[src/rtl/instr_fetch.sv]
// Instruction fetch stage: one outstanding request to instruction memory, a single-word
// skid buffer for a stalled decode stage, and branch redirection with squash of in-flight data.
module instr_fetch #(
  parameter logic [31:0] RESET_PC = 32'h0000_0000
) (
  input  logic        clk,
  input  logic        rst,
  output logic        imem_req,
  output logic [31:0] imem_addr,
  input  logic        imem_ack,
  input  logic [31:0] imem_data,
  input  logic        branch_en,
  input  logic [31:0] branch_target,
  input  logic        stall,
  output logic [31:0] dirs,
  output logic [31:0] pc_out,
  output logic        valid
);

  typedef enum logic [1:0] {StReq, StHold, StSquash} state_e;

  state_e      state_q, state_d;
  logic [31:0] pc_q, pc_d;
  logic [31:0] tgt_q, tgt_d;
  logic [31:0] buf_data_q, buf_data_d;
  logic [31:0] buf_pc_q, buf_pc_d;
  logic [31:0] dirs_q, dirs_d;
  logic [31:0] pc_out_q, pc_out_d;
  logic        valid_q, valid_d;

  logic        ack;
  logic [31:0] br_tgt;
  logic [31:0] pc_inc;

  // An ack is only meaningful while a request is actually on the bus.
  assign ack    = imem_ack && imem_req;
  assign br_tgt = {branch_target[31:2], 2'b00};
  assign pc_inc = pc_q + 32'd4;

  // State register
  always_ff @(posedge clk) begin
    if (rst) begin
      state_q <= StReq;
    end else begin
      state_q <= state_d;
    end
  end

  // Next-state logic
  always_comb begin
    state_d = state_q;
    unique case (state_q)
      StReq: begin
        if (branch_en) begin
          state_d = ack ? StReq : StSquash;
        end else if (ack && valid_q && stall) begin
          state_d = StHold;
        end
      end
      StHold: begin
        if (branch_en || !stall) begin
          state_d = StReq;
        end
      end
      StSquash: begin
        if (ack) begin
          state_d = StReq;
        end
      end
      default: state_d = StReq;
    endcase
  end

  // Output logic
  always_comb begin
    imem_req = 1'b0;
    if (!rst) begin
      imem_req = (state_q != StHold);
    end
  end

  assign imem_addr = pc_q;
  assign dirs      = dirs_q;
  assign pc_out    = pc_out_q;
  assign valid     = valid_q;

  // Datapath next values
  always_comb begin
    pc_d       = pc_q;
    tgt_d      = tgt_q;
    buf_data_d = buf_data_q;
    buf_pc_d   = buf_pc_q;
    dirs_d     = dirs_q;
    pc_out_d   = pc_out_q;
    valid_d    = valid_q;
    unique case (state_q)
      StReq: begin
        if (branch_en) begin
          valid_d = 1'b0;
          if (ack) begin
            pc_d = br_tgt;
          end else begin
            tgt_d = br_tgt;
          end
        end else if (ack) begin
          pc_d = pc_inc;
          if (!valid_q || !stall) begin
            dirs_d   = imem_data;
            pc_out_d = pc_q;
            valid_d  = 1'b1;
          end else begin
            buf_data_d = imem_data;
            buf_pc_d   = pc_q;
          end
        end else if (!stall) begin
          valid_d = 1'b0;
        end
      end
      StHold: begin
        if (branch_en) begin
          valid_d = 1'b0;
          pc_d    = br_tgt;
        end else if (!stall) begin
          dirs_d   = buf_data_q;
          pc_out_d = buf_pc_q;
          valid_d  = 1'b1;
        end
      end
      StSquash: begin
        // Old address stays on the bus until the in-flight word returns and is dropped.
        if (branch_en) begin
          valid_d = 1'b0;
          tgt_d   = br_tgt;
        end else if (!stall) begin
          valid_d = 1'b0;
        end
        if (ack) begin
          pc_d = branch_en ? br_tgt : tgt_q;
        end
      end
      default: ;
    endcase
  end

  always_ff @(posedge clk) begin
    if (rst) begin
      pc_q       <= RESET_PC;
      tgt_q      <= RESET_PC;
      buf_data_q <= 32'd0;
      buf_pc_q   <= 32'd0;
      dirs_q     <= 32'd0;
      pc_out_q   <= 32'd0;
      valid_q    <= 1'b0;
    end else begin
      pc_q       <= pc_d;
      tgt_q      <= tgt_d;
      buf_data_q <= buf_data_d;
      buf_pc_q   <= buf_pc_d;
      dirs_q     <= dirs_d;
      pc_out_q   <= pc_out_d;
      valid_q    <= valid_d;
    end
  end

endmodule

[config.mk]
export PLATFORM = sky130hd
export DESIGN_NAME = instr_fetch
export DESIGN_NICKNAME = d
export VERILOG_FILES = /design/src/rtl/instr_fetch.sv
export SDC_FILE = /design/constraint.sdc
export NUM_CORES = 1
export LEC_CHECK = 0
export ABC_AREA = 1
export CAP_MARGIN = 20
export CORE_MARGIN = 3
export CORE_UTILIZATION = 59
export CTS_BUF_LIST = sky130_fd_sc_hd__clkbuf_4 sky130_fd_sc_hd__clkbuf_8
export DETAILED_ROUTE_END_ITERATION = 16
export GPL_ROUTABILITY_DRIVEN = 0
export PLACE_DENSITY = 0.89
export SYNTH_ARGS = -nofsm -noshare
export SYNTH_HDL_FRONTEND = slang
export SYNTH_SLANG_ARGS = --single-unit
[constraint.sdc]
create_clock -name clk -period 4.32 [get_ports clk]
set_input_delay 0.864 -clock clk [delete_from_list [all_inputs] [get_ports clk]]
set_output_delay 0.864 -clock clk [all_outputs]
set_load 0.05 [all_outputs]
Word level (Yosys, flattened, before mapping)
Index checks and enable logic that the tools add are counted.
Widths: inputs -> output; s select.
{"block": "totals", "regBits": 195, "input_bits": 69, "out_inout_bits": 98}
{"block": "classes", "mux": 37, "bitwise_logic": 2, "eq_ne": 16, "reduce_logical": 17, "n_addsub": 1}
{"operator": "$mux 32", "count": 18}
{"operator": "$pmux 32 s2", "count": 3}
{"operator": "$pmux 32 s3", "count": 1}
{"operator": "$add 32x3->32 const B", "count": 1}
{"operator": "$ne 2x2->1 const B", "count": 10}
{"operator": "$mux 2", "count": 5}
{"operator": "$reduce_and 3->1", "count": 3}
{"operator": "$mux 1", "count": 8}
{"operator": "$reduce_and 4->1", "count": 2}
{"operator": "$ne 3x3->1 const B", "count": 2}
{"operator": "$pmux 2 s3", "count": 1}
{"operator": "$reduce_and 6->1", "count": 1}
{"operator": "$ne 4x4->1 const B", "count": 1}
{"operator": "$reduce_bool 2->1", "count": 2}
{"operator": "$logic_and 1x1->1", "count": 3}
{"operator": "$pmux 1 s3", "count": 1}
{"operator": "$reduce_bool 3->1", "count": 1}
{"operator": "$eq 2x1->1 const B", "count": 1}
{"operator": "$eq 2x2->1 const B", "count": 1}
{"operator": "$logic_not 1->1", "count": 2}
{"operator": "$logic_not 2->1", "count": 1}
{"operator": "$logic_or 1x1->1", "count": 2}
{"operator": "$ne 2x1->1 const B", "count": 1}
{"operator": "$not 1->1", "count": 2}

Depth between registers and ports, before layout
Gate-level depths: netlist of run 1.
{"block": "depth", "word_depth": 8, "mapped_depth": 14, "depth_no_buf": 13}

Least setup slack after synthesis of run 1
Ideal clock, no wire load.
{"block": "synth_timing", "kind": "input -> register", "start": "input port rst", "end": "register buf_pc_q[3]", "setup_time_ps": 116, "required_ps": 4204, "t_arrival_ps": 2084, "path_slack_ps": 2120, "n_path_buf": 2, "stages": 10, "cell_sequence": "nor2_4 -> nand2_2 -> inv_2 -> nand3_1 -> nor2_2 -> inv_2 -> buf_2 -> buf_2 -> nor2_1 -> nor2_1"}
{"block": "synth_via", "elab_chain_cells": 3}
{"element": "from (decl)", "line_no": "7", "text": "input logic rst,"}
{"element": "$mux 1", "line_no": "77", "text": "if (!rst) begin"}
{"element": "$logic_and 1x1->1", "line_no": "36", "text": "assign ack = imem_ack && imem_req;"}
{"element": "$reduce_and 4->1 (no source line)"}
{"element": "to (signal assigned)", "line_no": "158", "text": "buf_pc_q <= buf_pc_d;"}
{"element": "to (decl)", "line_no": "26", "text": "logic [31:0] buf_pc_q, buf_pc_d;"}
Parallel ways exist; a longest one is shown, timed or not.
A chain may end at the register's enable or synchronous reset.

Final worst setup path of run 1
{"block": "layout_timing", "start": "input port rst", "end": "output port imem_req"}
{"block": "layout_via", "elab_chain_cells": 1}
{"element": "$mux 1", "line_no": "77"}
{"element": "to (decl)", "line_no": "8", "text": "output logic imem_req,"}
Every way passes these cells.

==> results of run 1 <==
-- logic make-up (layout without fill, tap and decap cells) --
group                    after synthesis  in the layout  share of synthesized area (%)
XOR/XNOR                               1              1                         0.0934
multiplexers                          37             37                           3.95
flip-flops                           195            195                           41.6
AO/OA/AOI/OAI                        473            473                           25.9
buffers and inverters                153            261                           7.08
AND/OR/NAND/NOR                      496            496                           20.7
adder cells (fa/ha/maj)                5              5                          0.667
-- flip-flops by register name (all words and copies together), names as in the netlist --
| signal | count |
|---|---|
| buf_data_q | 32 |
| tgt_q | 32 |
| buf_pc_q | 32 |
| state_q | 2 |
| pc_out | 32 |
| valid | 1 |
| dirs | 32 |
| imem_addr | 32 |
-- final cells by class --
cell class	count	area (um2)	share of cell area, %
Multi-Input combinational cell	1012	4850	42.4
Clock buffer	17	234	2.04
Tap cell	211	264	2.31
Inverter	52	196	1.72
Timing Repair Buffer	177	1760	15.4
Sequential cell	195	3900	34.1
Clock inverter	15	234	2.04
-- Yosys cell counts (all sizes together) --
cell    instances
a211oi          1
a21oi         250
a221oi          1
a22oi           1
a31oi          23
a32oi           1
and2            2
buf            48
clkbuf         53
clkinv          1
dfxtp         195
ha              5
inv            51
mux2i          37
nand2         289
nand3          44
nor2          157
nor3            2
o211ai          2
o21ai         194
or2             2
xor2            1
-- report_power, final --
group | internal, mW | total, mW | switching, mW
logic | 0.403 | 1.22 | 0.820
registers | 1.93 | 2.06 | 0.125
clock network | 0.611 | 1.35 | 0.740
total | 2.95 | 4.63 | 1.68
-- worst max-delay path, stage by stage --
cell and delay [ns]:
clkdlybuf4s50_1 0.48, nor2_4 0.13, clkdlybuf4s50_1 0.82
-- layout by cell type, fill, tap and decap left out, drive strengths merged --
cell / count
clkbuf: 17
nand2: 289
dfxtp: 195
a21oi: 250
xor2: 1
a221oi: 1
ha: 5
a31oi: 23
nor2: 157
o211ai: 2
clkinv: 7
or2: 2
inv: 56
mux2i: 37
a211oi: 1
a32oi: 1
buf: 13
bufinv: 3
clkinvlp: 1
o21ai: 194
nand3: 44
nor3: 2
and2: 2
clkdlybuf4s50: 164
a22oi: 1
-- path summary, 6_finish.rpt --
path / end / slack (ns) / depth (start not counted)
min: tgt_q[1] / 0.47 / 2
max: imem_req / 1.17 / 3
max reg2reg: imem_addr[9] / 1.31 / 11
min reg2reg: tgt_q[1] / 0.47 / 2
-- routing by layer --
layer | GRT usage, % | share of wire [%] | up-vias | wire length, um
li1 | - | - | 4783 | -
met1 | 36.8 | 40 | 4495 | 10800
met2 | 49.9 | 48 | 522 | 13100
met3 | 7.52 | 8.5 | 85 | 2310
met4 | 14.3 | 3.9 | 0 | 1070
met5 | 0 | 0 | - | 0
-- per-stage QoR --
| step | power (mW) | cells | setup WS (ns) |
|---|---|---|---|
| final | 4.63 | 1679 | 1.17 |
| after detailed placement | 3.29 | 1647 | 1.17 |
| after floorplan | 2.88 | 1360 | 2.12 |
| after global placement | 3.27 | 1647 | 1.14 |
| after global routing | 4.81 | 1679 | 1.11 |
| after CTS | 4.61 | 1679 | 1.16 |
==> metrics.txt, run 1 <==
run status complete, no violations; DR WL/cell 16.2 um; setup TNS 0 ns; IO buf count around 160; CP startpoint kind input pin; CTS tree done; reg2reg start state_q[1]; TritonRoute pass-1 iters 6; first-pass GRT wire length 44000 um; areal power density over the cells 404 mW/mm2; Yosys top cell by area dfxtp_1; placeable core area between 0.015 and 0.02 mm2; total CTS buffers 17; Clock Skews 0.0188 ns; die area 0.0175 mm2; vias in the first global route 9129; Vias/cell about 5.9; Post-CTS Setup Bufs 0; clock sinks between 150 and 200; Total Routing Usage GR between 30% and 40%; Worst Hold Class flip-flop to flip-flop; Worst-path clk slew between 0.1 and 0.15 ns; f_max 317 MHz; fin nets 1529; Syn-to-layout area delta 22.0%; final WL 27300 um; post-synthesis sequential area ratio between 40% and 50%; placed inst area 0.0110 mm2; Site Rows 45; Resized cells post-CTS 0; leak pwr 4.42 nW; Hold Worst Slack 0.470 ns; final setup fails 0; Final Hold Violating Endpoints 0; Mapped Cells 1360; total gr overflow 0; via count a little under 10000; die height 132 um; post-synthesis cell type count 32; clock root buffer clkbuf_8; Synth Warn # 0; Syn Area/Cell slightly below 7 um2; Util after Layout between 70% and 80%; top-area cell type share of the netlist area 41.6%; Worst Max-Slew Pin Slew roughly 0.9 ns; dominant cells by area after synthesis dfxtp_1 (42%), a21oi_1 (13%), nand2_1 (12%); Setup CP Type input pin to output pin; DR iter-0 viols 1052; FF+latch count, synth 195; RSZ-0062 raised after global routing no; Fillers 1165; worst relative slew slack 38.2%; drc violations 0; Antenna Nets Post-Route 0; share of cells above drive strength 1 4.16%; Final period util 72.9%; antenna violations before repair 0; maximum clock path buffer count 2; CTS H-Tree Depth 4; DP HPWL about 17000 um; final instance area between 0.01 and 0.015 mm2; synthesized area approximately 0.0094 mm2; crit path DAT roughly 2.3 ns; die width 132 um; Initial Util about three fifths; crit path from rst; Tmin final 3.15 ns; hold_sp tgt_q[1]; Max Cap Violations 0; # hold bufs at CTS 0; critical path endpoint category output pin; largest net degree at the start of global routing 144; Ant. Diodes 0; Peak VDD IR 0.283 mV; Max FO, Critical Path 2; final slew viol count 0; worst endpoint required time 3.46 ns; post-synth net total 1434; clock latency at the later pin of the worst-skew pair 0.49 ns; I/O pins 167
Power figures use the tool's default switching activity.
==> inputs of run 2 (changes only) <==
CORE_UTILIZATION = 55   (was 59)
PLACE_DENSITY = 0.84   (was 0.89)
clock period = 3.3 ns   (was 4.32 ns; I/O delays follow)
==> run 2 against run 1 <==
Wire length decreased by 1.6%. Sequential cell count is the same. Register-to-register slack got worse by 0.65 ns. Total power increased by 25%. First-iteration DRC count down 14%. Clock-buffer cell count is 4 higher. Clock power rose by 9%. Final area increased by 0.98%. Hold slack lost 0.0019 ns. Final cell count is 1.1% higher. Non-clock buffer count increased by 9. Sequential share of layout area shrank 0.33 points. Largest power group unchanged. Highest routed layer unchanged.
==> metrics.txt, run 2 (synthesis gave the netlist of run 1 again) <==
total CTS buffers 17 (unchanged); Antenna Nets Post-Route 0 (unchanged); hold-critical path depth 2 (unchanged); RSZ-0062 raised after global routing no; CTS tree done; Peak VDD IR 0.312 mV (+10%); share of cells above drive strength 1 4.87% (+0.72 points); total gr overflow 0 (unchanged); Syn-to-layout area delta 23.2%; worst r2r path cells 8 (-3); Total Routing Usage GR 28.4% (-1.7 points); Clock Power Share 25.4% (-3.8 points); final slew viol count 0 (unchanged); CTS H-Tree Depth 4 (unchanged); Sequential Power Share 46.4% (+2.0 points); vias in the first global route 8822 (-3.4%); Worst-path clk slew 0.10 ns (about the same); DR WL/cell 15.8 um (-2.6%); Worst Max-Slew Pin Slew 0.599 ns (-0.326 ns); reg2reg end imem_addr[30]; CP startpoint kind flip-flop; Switching Power 2.10 mW (+25%); setup TNS 0 ns (unchanged); Final Hold Violating Endpoints 0 (unchanged); Fillers 1390 (+19%); Ant. Diodes 0 (unchanged); f_max 379 MHz; largest net degree at the start of global routing 95 (-34%); leak pwr 4.48 nW (+1.3%); final setup fails 0 (unchanged); # hold bufs at CTS 0 (unchanged); areal power density over the cells 502 mW/mm2 (+24%); placeable core area 0.0166 mm2 (+8.3%); Clock Skews 0.0120 ns (-0.00674 ns); switch share 36.2% (-0.16 points); DR iter-0 viols 909 (-14%); die width 137 um (+3.4%); maximum clock path buffer count 2 (unchanged); Setup CP Type flip-flop to flip-flop; DP HPWL 17800 um (+2.6%); die area 0.0187 mm2 (+6.9%); Resized cells post-CTS 0 (unchanged); Post-CTS Setup Bufs 0 (unchanged); drc violations 0 (unchanged); combinational fraction of design power 28.2% (+1.8 points); run status complete, no violations; Max FO, Critical Path 25 (+23); Int Power 3.70 mW (+26%); reg2reg start state_q[0]; via count 9751 (-1.4%); Final period util around 80%; clock root buffer clkbuf_8; commonest non-fill, non-tap cell in the layout nand2_1; hold_sp tgt_q[1]; final WL 26800 um (-1.6%); Worst Hold Class flip-flop to flip-flop; Initial Util 56.4% (-4.7 points); worst relative slew slack 60.0% (+22 points); Max Cap Violations 0 (unchanged); TritonRoute pass-1 iters 7 (+1); commonest cells after routing, fill and taps aside nand2_1 (288), a21oi_1 (248), dfxtp_1 (195), clkdlybuf4s50_1 (162), nor2_1 (155); I/O pins 167 (unchanged); antenna violations before repair 0 (unchanged); IO buf count 164 (unchanged); final instance area 0.0116 mm2 (+0.98%); R2R Setup Slk 0.66 ns (-0.65 ns); worst endpoint required time 3.65 ns (+0.19 ns); clock sinks 195 (unchanged); Vias/cell 5.75 (-2.4%); Site Rows 47 (+4.4%); crit path DAT 2.98 ns (+0.69 ns); critical path endpoint category flip-flop; Tmin final ~2.6 ns; fin nets 1538 (+0.59%); clock latency at the later pin of the worst-skew pair 0.46 ns (-0.03 ns); Hold EP tgt_q[1]; placed inst area 0.0112 mm2 (+1.6%); first-pass GRT wire length 43100 um (-2.2%); die height 137 um (+3.4%)
run 2: cell types whose count changed in the layout (fill, tap and decap cells not counted), sizes merged:
cell	previous run	this run
clkbuf	17	21
inv	56	54
clkinv	7	9
buf	13	24
bufinv	3	0
clkinvlp	1	0
clkdlybuf4s50	164	162
run 2: power by group through the flow:
| stage | sequential [mW] | clock (mW) | combinational (mW) |
|---|---|---|---|
| after detailed placement | 2.73 | 0 | 1.62 |
| after floorplan | 3.12 | 0 | 0.651 |
| final | 2.69 | 1.47 | 1.64 |
| after global placement | 2.73 | 0 | 1.59 |
| after CTS | 2.68 | 1.51 | 1.63 |
| after global routing | 2.71 | 1.60 | 1.77 |
run 2: worst max path at each step:
stage                  startpoint             to  slack [ns]
global placement              rst    buf_pc_q[7]        0.54
finish                 state_q[0]  imem_addr[30]        0.66
global route           state_q[0]  imem_addr[30]        0.39
CTS                 imem_addr[10]  imem_addr[10]        0.67
floorplan              state_q[1]    buf_pc_q[3]        1.21
detailed placement            rst   buf_pc_q[24]        0.47
run 2: area by class of cell:
cell class                 count  area (um2)  area share [%]
tap                          220         275            2.38
inverter                      52         196            1.70
clock inverter                11        93.8           0.812
clock buffer                  21         283            2.45
multi-input combinational   1012        4850            42.0
timing repair buffer         186        1960            16.9
sequential                   195        3900            33.8
run 2: per-layer routing:
layer | up-vias | routed length [um] | part of all wire [%] | global-route usage [%]
met1 | 4453 | 11100 | 41 | 37.4
li1 | 4784 | - | - | -
met2 | 443 | 12800 | 48 | 46.7
met3 | 71 | 2140 | 8.0 | 4.96
met5 | - | 0 | 0 | 0
met4 | 0 | 801 | 3.0 | 10.9
run 2: metrics by stage:
step / std cells / utilization [%] / worst slack (ns) / hold WS (ns) / total power [mW]
final: 1697 / 69.5 / 0.664 / 0.469 / 5.80
after CTS: 1696 / 69.3 / 0.672 / 0.469 / 5.82
after global placement: 1664 / 67.0 / 0.538 / 0.448 / 4.32
after detailed placement: 1664 / 67.0 / 0.473 / 0.456 / 4.36
after global routing: 1697 / 69.5 / 0.390 / 0.503 / 6.08
after floorplan: 1360 / - / 1.21 / 0.440 / 3.77
run 2: worst max-delay path: stages (launching register included):
cell	delay [ns]
dfxtp_1	0.45
inv_1	0.13
ha_1	0.60
clkinv_1	0.54
buf_4	0.42
a21oi_1	0.15
a21oi_1	0.08
nand2_1	0.10
a21oi_1	0.05
